$ cat config.mk
export PLATFORM = sky130hd
export DESIGN_NAME = lfp_e4m4_dot_accum_flat
export DESIGN_NICKNAME = d
export VERILOG_FILES = /design/src/rtl/lfp_e4m4_dot_accum_if.sv /design/src/rtl/lfp_e4m4_dot_accum.sv /design/src/flat_wrapper.sv
export SDC_FILE = /design/constraint.sdc
export NUM_CORES = 1
export LEC_CHECK = 0
export ABC_AREA = 1
export CAP_MARGIN = 5
export CORE_MARGIN = 2
export CORE_UTILIZATION = 49
export DETAILED_ROUTE_END_ITERATION = 10
export PLACE_DENSITY = 0.72
export SLEW_MARGIN = 30
export SYNTH_ARGS = -nofsm -noshare
export SYNTH_HDL_FRONTEND = slang
export SYNTH_SLANG_ARGS = --single-unit
export TNS_END_PERCENT = 1
$ cat constraint.sdc
create_clock -name clk -period 2.3 [get_ports clk]
set_input_delay 0.23 -clock clk [delete_from_list [all_inputs] [get_ports clk]]
set_output_delay 0.23 -clock clk [all_outputs]
set_load 0.02 [all_outputs]
$ cat src/rtl/lfp_e4m4_dot_accum_if.sv
// Purpose: product-stream and result handshake bundle for lfp_e4m4_dot_accum.
// Latency: none (wires only).
// Backpressure: valid/ready on both the product stream and the result channel.
//
// Signals:
//   prod_valid/prod_ready/prod_data/prod_last : E4M4 product beats, {sign, exp[3:0], man[3:0]}
//   res_valid/res_ready                       : one result per vector
//   res_acc   : signed saturated sum, LSB weight 2^-10
//   res_count : beats accepted in the vector (saturating)
//   res_sat   : saturation occurred at least once in the vector
interface lfp_e4m4_dot_accum_if #(
    parameter int ACC_W = 24,
    parameter int CNT_W = 8
);
    logic             prod_valid;
    logic             prod_ready;
    logic [8:0]       prod_data;
    logic             prod_last;
    logic             res_valid;
    logic             res_ready;
    logic [ACC_W-1:0] res_acc;
    logic [CNT_W-1:0] res_count;
    logic             res_sat;

    // Upstream producer / downstream consumer side.
    modport master (
        output prod_valid, prod_data, prod_last, res_ready,
        input  prod_ready, res_valid, res_acc, res_count, res_sat
    );

    // Accumulator side.
    modport slave (
        input  prod_valid, prod_data, prod_last, res_ready,
        output prod_ready, res_valid, res_acc, res_count, res_sat
    );
endinterface

$ cat src/rtl/lfp_e4m4_dot_accum.sv
// Purpose: decode E4M4 products to signed fixed point and accumulate one vector with saturation.
// Latency: last beat accepted at edge N -> result valid after edge N+1; 1 beat/cycle within a vector.
// Backpressure: prod_ready drops after the last beat until the result handshake completes.
//
// Ports:
//   clk, rst_n : clock, asynchronous active-low reset
//   bus        : lfp_e4m4_dot_accum_if slave (product stream in, result out)
module lfp_e4m4_dot_accum #(
    parameter int ACC_W = 24,
    parameter int CNT_W = 8
) (
    input  logic                  clk,
    input  logic                  rst_n,
    lfp_e4m4_dot_accum_if.slave   bus
);

    // ACCUM: taking beats. FLUSH: stage 1 holds the last term. HOLD: result waiting.
    typedef enum logic [1:0] {
        ST_ACCUM = 2'd0,
        ST_FLUSH = 2'd1,
        ST_HOLD  = 2'd2
    } state_t;

    localparam logic signed [ACC_W:0] SUM_MAX = {2'b00, {(ACC_W-1){1'b1}}};
    localparam logic signed [ACC_W:0] SUM_MIN = {2'b11, {(ACC_W-1){1'b0}}};

    state_t state, state_nxt;

    logic                    accept;
    logic                    s1_valid;
    logic                    s1_last;
    logic signed [ACC_W-1:0] s1_term;
    logic signed [ACC_W-1:0] dec_term;
    logic [19:0]             dec_mag;
    logic signed [ACC_W-1:0] acc;
    logic [CNT_W-1:0]        cnt;
    logic [CNT_W-1:0]        cnt_nxt;
    logic                    sticky_sat;
    logic signed [ACC_W:0]   sum;
    logic signed [ACC_W-1:0] sum_clamped;
    logic                    sat_now;
    logic signed [ACC_W-1:0] res_acc_q;
    logic [CNT_W-1:0]        res_count_q;
    logic                    res_sat_q;

    // FLUSH is exactly s1_valid & s1_last and HOLD is exactly res_valid,
    // so ready is simply "in ACCUM".
    assign bus.prod_ready = (state == ST_ACCUM);
    assign bus.res_valid  = (state == ST_HOLD);
    assign bus.res_acc    = res_acc_q;
    assign bus.res_count  = res_count_q;
    assign bus.res_sat    = res_sat_q;

    assign accept = bus.prod_valid & bus.prod_ready;

    always_ff @(posedge clk or negedge rst_n) begin
        if (!rst_n) state <= ST_ACCUM;
        else        state <= state_nxt;
    end

    always_comb begin
        state_nxt = state;
        case (state)
            ST_ACCUM: if (accept && bus.prod_last) state_nxt = ST_FLUSH;
            ST_FLUSH: state_nxt = ST_HOLD;
            ST_HOLD:  if (bus.res_ready) state_nxt = ST_ACCUM;
            default:  state_nxt = ST_ACCUM;
        endcase
    end

    // Decode: value = 1.man * 2^exp in units of 2^-10 (bias 6 folded into the LSB weight).
    // exp == 0 is treated as zero regardless of sign or mantissa.
    always_comb begin
        dec_mag  = {15'd0, 1'b1, bus.prod_data[3:0]} << bus.prod_data[7:4];
        dec_term = '0;
        if (bus.prod_data[7:4] != 4'd0) begin
            dec_term = {{(ACC_W-20){1'b0}}, dec_mag};
            if (bus.prod_data[8]) dec_term = -dec_term;
        end
    end

    // One guard bit is enough: |acc| <= 2^(ACC_W-1) and |term| < 2^20.
    always_comb begin
        sum         = {acc[ACC_W-1], acc} + {s1_term[ACC_W-1], s1_term};
        sum_clamped = sum[ACC_W-1:0];
        sat_now     = 1'b0;
        if (sum > SUM_MAX) begin
            sum_clamped = SUM_MAX[ACC_W-1:0];
            sat_now     = 1'b1;
        end else if (sum < SUM_MIN) begin
            sum_clamped = SUM_MIN[ACC_W-1:0];
            sat_now     = 1'b1;
        end
        cnt_nxt = (cnt == {CNT_W{1'b1}}) ? cnt : cnt + 1'b1;
    end

    always_ff @(posedge clk or negedge rst_n) begin
        if (!rst_n) begin
            s1_valid    <= 1'b0;
            s1_last     <= 1'b0;
            s1_term     <= '0;
            acc         <= '0;
            cnt         <= '0;
            sticky_sat  <= 1'b0;
            res_acc_q   <= '0;
            res_count_q <= '0;
            res_sat_q   <= 1'b0;
        end else begin
            // Stage 1
            s1_valid <= accept;
            if (accept) begin
                s1_last <= bus.prod_last;
                s1_term <= dec_term;
            end else begin
                s1_last <= 1'b0;
            end

            // Stage 2: the vector state clears on the same edge that publishes the result.
            if (s1_valid) begin
                if (s1_last) begin
                    res_acc_q   <= sum_clamped;
                    res_count_q <= cnt_nxt;
                    res_sat_q   <= sticky_sat | sat_now;
                    acc         <= '0;
                    cnt         <= '0;
                    sticky_sat  <= 1'b0;
                end else begin
                    acc         <= sum_clamped;
                    cnt         <= cnt_nxt;
                    sticky_sat  <= sticky_sat | sat_now;
                end
            end
        end
    end

endmodule

$ cat src/flat_wrapper.sv
// flat-port wrapper written by rule: the top's interface ports become plain ports
module lfp_e4m4_dot_accum_flat 
#(
    parameter int ACC_W = 24,
    parameter int CNT_W = 8
)
  (clk, rst_n, bus_prod_valid, bus_prod_data, bus_prod_last, bus_res_ready, bus_prod_ready, bus_res_valid, bus_res_acc, bus_res_count, bus_res_sat);
  lfp_e4m4_dot_accum_if #(.ACC_W(ACC_W), .CNT_W(CNT_W)) bus_i ();
  input  logic clk;
  input  logic rst_n;
  input wire logic [$bits(bus_i.prod_valid)-1:0] bus_prod_valid;
  input wire logic [$bits(bus_i.prod_data)-1:0] bus_prod_data;
  input wire logic [$bits(bus_i.prod_last)-1:0] bus_prod_last;
  input wire logic [$bits(bus_i.res_ready)-1:0] bus_res_ready;
  output wire logic [$bits(bus_i.prod_ready)-1:0] bus_prod_ready;
  output wire logic [$bits(bus_i.res_valid)-1:0] bus_res_valid;
  output wire logic [$bits(bus_i.res_acc)-1:0] bus_res_acc;
  output wire logic [$bits(bus_i.res_count)-1:0] bus_res_count;
  output wire logic [$bits(bus_i.res_sat)-1:0] bus_res_sat;
  assign bus_i.prod_valid = bus_prod_valid;
  assign bus_i.prod_data = bus_prod_data;
  assign bus_i.prod_last = bus_prod_last;
  assign bus_i.res_ready = bus_res_ready;
  assign bus_prod_ready = bus_i.prod_ready;
  assign bus_res_valid = bus_i.res_valid;
  assign bus_res_acc = bus_i.res_acc;
  assign bus_res_count = bus_i.res_count;
  assign bus_res_sat = bus_i.res_sat;
  lfp_e4m4_dot_accum #(.ACC_W(ACC_W), .CNT_W(CNT_W)) u_core (.clk(clk), .rst_n(rst_n), .bus(bus_i));
endmodule
==> flow_summary.json <==
{
  "status": "finished, violations left",
  "violations": "setup timing",
  "fmax_ghz": 0.431,
  "dp_cells": 1116,
  "tightest_slew_ns": 0.498,
  "path_cells": "ha_4 > inv_1 > nor3_4 > nand2_1 > nor2_1 > nand2_1 > nand3_1 > nand2_1 > nand2_4 > inv_2 > nand2_4 > buf_12 > nand3_2 > nand2_1 > nand2_1",
  "cp_slowest_cell": "dfrtp_1",
  "route.vias.total": 5934,
  "grt_max_degree": 57,
  "irDropWorstVdd_v": 0.000802,
  "period_share": 1.01,
  "yosys.area_share.simple": 0.377,
  "worst_setup_path_end_kind": "flip-flop",
  "dp_hpwl_um": 11600,
  "dieArea_um2": 13500,
  "routed_wl_um": 16100,
  "critPathBufInv": 3,
  "worst_slack_ns": -0.0191,
  "portBuffers": 48,
  "syn_inst": 886,
  "multiInputGateArea_um2": 3850,
  "ys_types": 39,
  "arrival_ns": 2.57,
  "dr.pass1.iters": 6,
  "diodes": 0,
  "htreeDepth": 3,
  "cts_inserted_buffers": 9,
  "p_per_area_nw_per_um2": 1700,
  "whs_ns": 0.374,
  "antenna_found_initial": 0,
  "clkLatencyLatePin_ns": 0.36,
  "synth_area_um2": 6160,
  "drive_above_1_share": 0.184,
  "rsz0062_at_grt": "true",
  "yosysWarnings": 0,
  "row_count": 40,
  "clockBufferDepth": 2,
  "synth_mux_area_frac": 0,
  "power_mw": 13.4,
  "slew_violations": 0,
  "ff_latch_area_um2": 2350,
  "stdcell_count": 1146,
  "async_flop_share": 1.00,
  "synth_fa_ha_area_frac": 0.0561,
  "vias_per_cell": 5.18,
  "synth_top_family_by_area": "simple AND/OR/NAND/NOR gates",
  "cp-start-kind": "flip-flop",
  "cp_common_cell": "nand2_1",
  "grt_overflow": 0,
  "synth_fp_nets": 927,
  "core_area_um2": 12200,
  "setup_viol": 5,
  "gp_congestion": 0.971,
  "yosys.area_share.xor_xnor": 0.0370,
  "syn2layout_area_growth_pct": 28.5,
  "io_pins": 49,
  "clk_pin_slew_ns": 0.06,
  "avgSynthCellArea_um2": 6.95,
  "ys_seq_area_frac": 0.382,
  "critPathMaxFanout": 7,
  "synth-compound-area-share": 0.0851,
  "cts_tree": "built",
  "postRouteAntennaNets": 0,
  "remaining_drc_errors": 0,
  "skew_ns": 0.00843,
  "slew_headroom": 0.668,
  "die-width_um": 116,
  "die_y_um": 116,
  "start_util": 0.506,
  "clkSinkCount": 94,
  "synth_seq_cells": 94,
  "hold_viol": 0,
  "grt_pass1_wl_um": 26000,
  "post_drt_wl_per_cell_um": 14.1,
  "final_net_count": 1015,
  "cap_viol_max_count": 0,
  "worstHoldPathType": "input port to async pin",
  "first_global_vias": 5763,
  "leakagePower_nw": 4.06,
  "synthFlopType": "dfrtp_1",
  "first_iter_violations": 367,
  "clock-root-buffer": "clkbuf_16",
  "max_stage_delay_ns": 0.41,
  "fin_setup_tns_ns": -0.0414,
  "track_usage": 0.243,
  "worst_path_dominant_cell_family": "simple AND/OR/NAND/NOR gates",
  "fillers": 1056,
  "fin_crit_ns": 2.32,
  "synth_edf_count": 0,
  "path_class": "flip-flop to flip-flop",
  "cp.required_ns": 2.55,
  "fin_util": 0.651
}
[cells by family after synthesis]
logic type      count (synthesis)
compound gates                 96
simple gates                  550
xor+xnor                       26
fa+ha+maj                      27
buf+inv                        93
flops                          94
[registers in the layout, indices dropped and copies added (netlist names)]
register,count
u_core.acc,24
u_core.bus.res_acc,24
u_core.bus.res_count,8
u_core.bus.res_sat,1
u_core.cnt,8
u_core.s1_last,1
u_core.s1_term,24
u_core.s1_valid,1
u_core.state,2
u_core.sticky_sat,1
[synthesized netlist by cell type (2+ instances only)]
| master | n | area [um2] |
|---|---|---|
| nand3_2 | 8 | 80.1 |
| buf_2 | 8 | 40.0 |
| ha_1 | 26 | 325 |
| nor2_2 | 5 | 31.3 |
| o21ai_2 | 3 | 26.3 |
| buf_6 | 4 | 45.0 |
| nand4_1 | 9 | 56.3 |
| xor2_1 | 19 | 166 |
| nor3_1 | 6 | 30.0 |
| o21ai_0 | 37 | 185 |
| o22ai_1 | 5 | 31.3 |
| o21ai_1 | 5 | 25.0 |
| dfrtp_1 | 94 | 2350 |
| clkbuf_1 | 11 | 41.3 |
| nand2_1 | 389 | 1460 |
| nor3_2 | 2 | 20.0 |
| nand3_1 | 48 | 240 |
| nand2_4 | 2 | 22.5 |
| xnor2_1 | 7 | 61.3 |
| inv_1 | 60 | 225 |
| o21bai_1 | 2 | 15.0 |
| a21oi_1 | 36 | 180 |
| inv_2 | 7 | 26.3 |
| nand3b_1 | 5 | 37.5 |
| nor2_1 | 55 | 206 |
| clkinv_1 | 2 | 7.51 |
| o21a_1 | 2 | 15.0 |
| nand2_2 | 18 | 113 |
[per-layer routing]
metal | up-vias | part of all wire | GRT usage | wire, um
met1 | 2761 | 0.44 | 0.302 | 7140
met4 | 0 | 0.032 | 0.0944 | 516
li1 | 2992 | - | - | -
met5 | - | 0 | 0 | 0
met3 | 41 | 0.043 | 0.0514 | 697
met2 | 140 | 0.48 | 0.414 | 7780
[worst paths after layout]
kind                                                    from                                 to  slack (ns)  cells after the start
setup / recovery                  u_core.acc[21]$_DFFE_PN0P_     u_core.bus.res_sat$_DFFE_PN0P_       -0.02                     15
hold / removal                                         rst_n  u_core.bus.res_acc[7]$_DFFE_PN0P_        0.37                      2
setup reg to reg                  u_core.acc[21]$_DFFE_PN0P_     u_core.bus.res_sat$_DFFE_PN0P_       -0.02                     15
hold reg to reg            u_core.bus.res_acc[3]$_DFFE_PN0P_  u_core.bus.res_acc[3]$_DFFE_PN0P_        0.48                      2
max in group asynchronous                              rst_n         u_core.acc[20]$_DFFE_PN0P_        1.25                      3
min in group clk                               bus_prod_last        u_core.state[0]$_DFFE_PN0P_        0.42                      3
[layout make-up]
type	instances	area share
multi-input combinational	701	0.486
sequential	94	0.297
timing repair buffer	99	0.119
inverter	69	0.0327
clock buffer	12	0.0324
tap	168	0.0266
clock inverter	3	0.00553
[power breakdown]
part / internal, mW / switching [mW]
Combinational: 3.79 / 5.18
Clock: 0.895 / 0.621
Sequential: 2.34 / 0.606
[metrics by stage]
step / setup WS, ns / area [um2]
floorplan: 0.160 / 6160
global placement: 0.000577 / 7030
detailed placement: -0.0644 / 7030
CTS: 0.00185 / 7390
global route: -0.173 / 7910
finish: -0.0191 / 7910
[timing repair]
item	4_1_cts	5_1_grt
hold endpoints to repair	38	0
buffers inserted	0	10
pin swaps	3	16
gates cloned	0	4
setup endpoints to repair	46	49
gates resized for setup	9	76
hold buffers	1	0
[placed cells by master, fill, tap and decap left out, drive strengths merged, types with 19 or more instances in the layout]
cell type      instances
a21oi                 36
buf                   49
clkdlybuf4s50         47
dfrtp                 94
ha                    26
inv                   67
nand2                411
nand3                 56
nor2                  61
o21ai                 45
xor2                  19
Note: power is estimated with default switching activity, not from simulation.
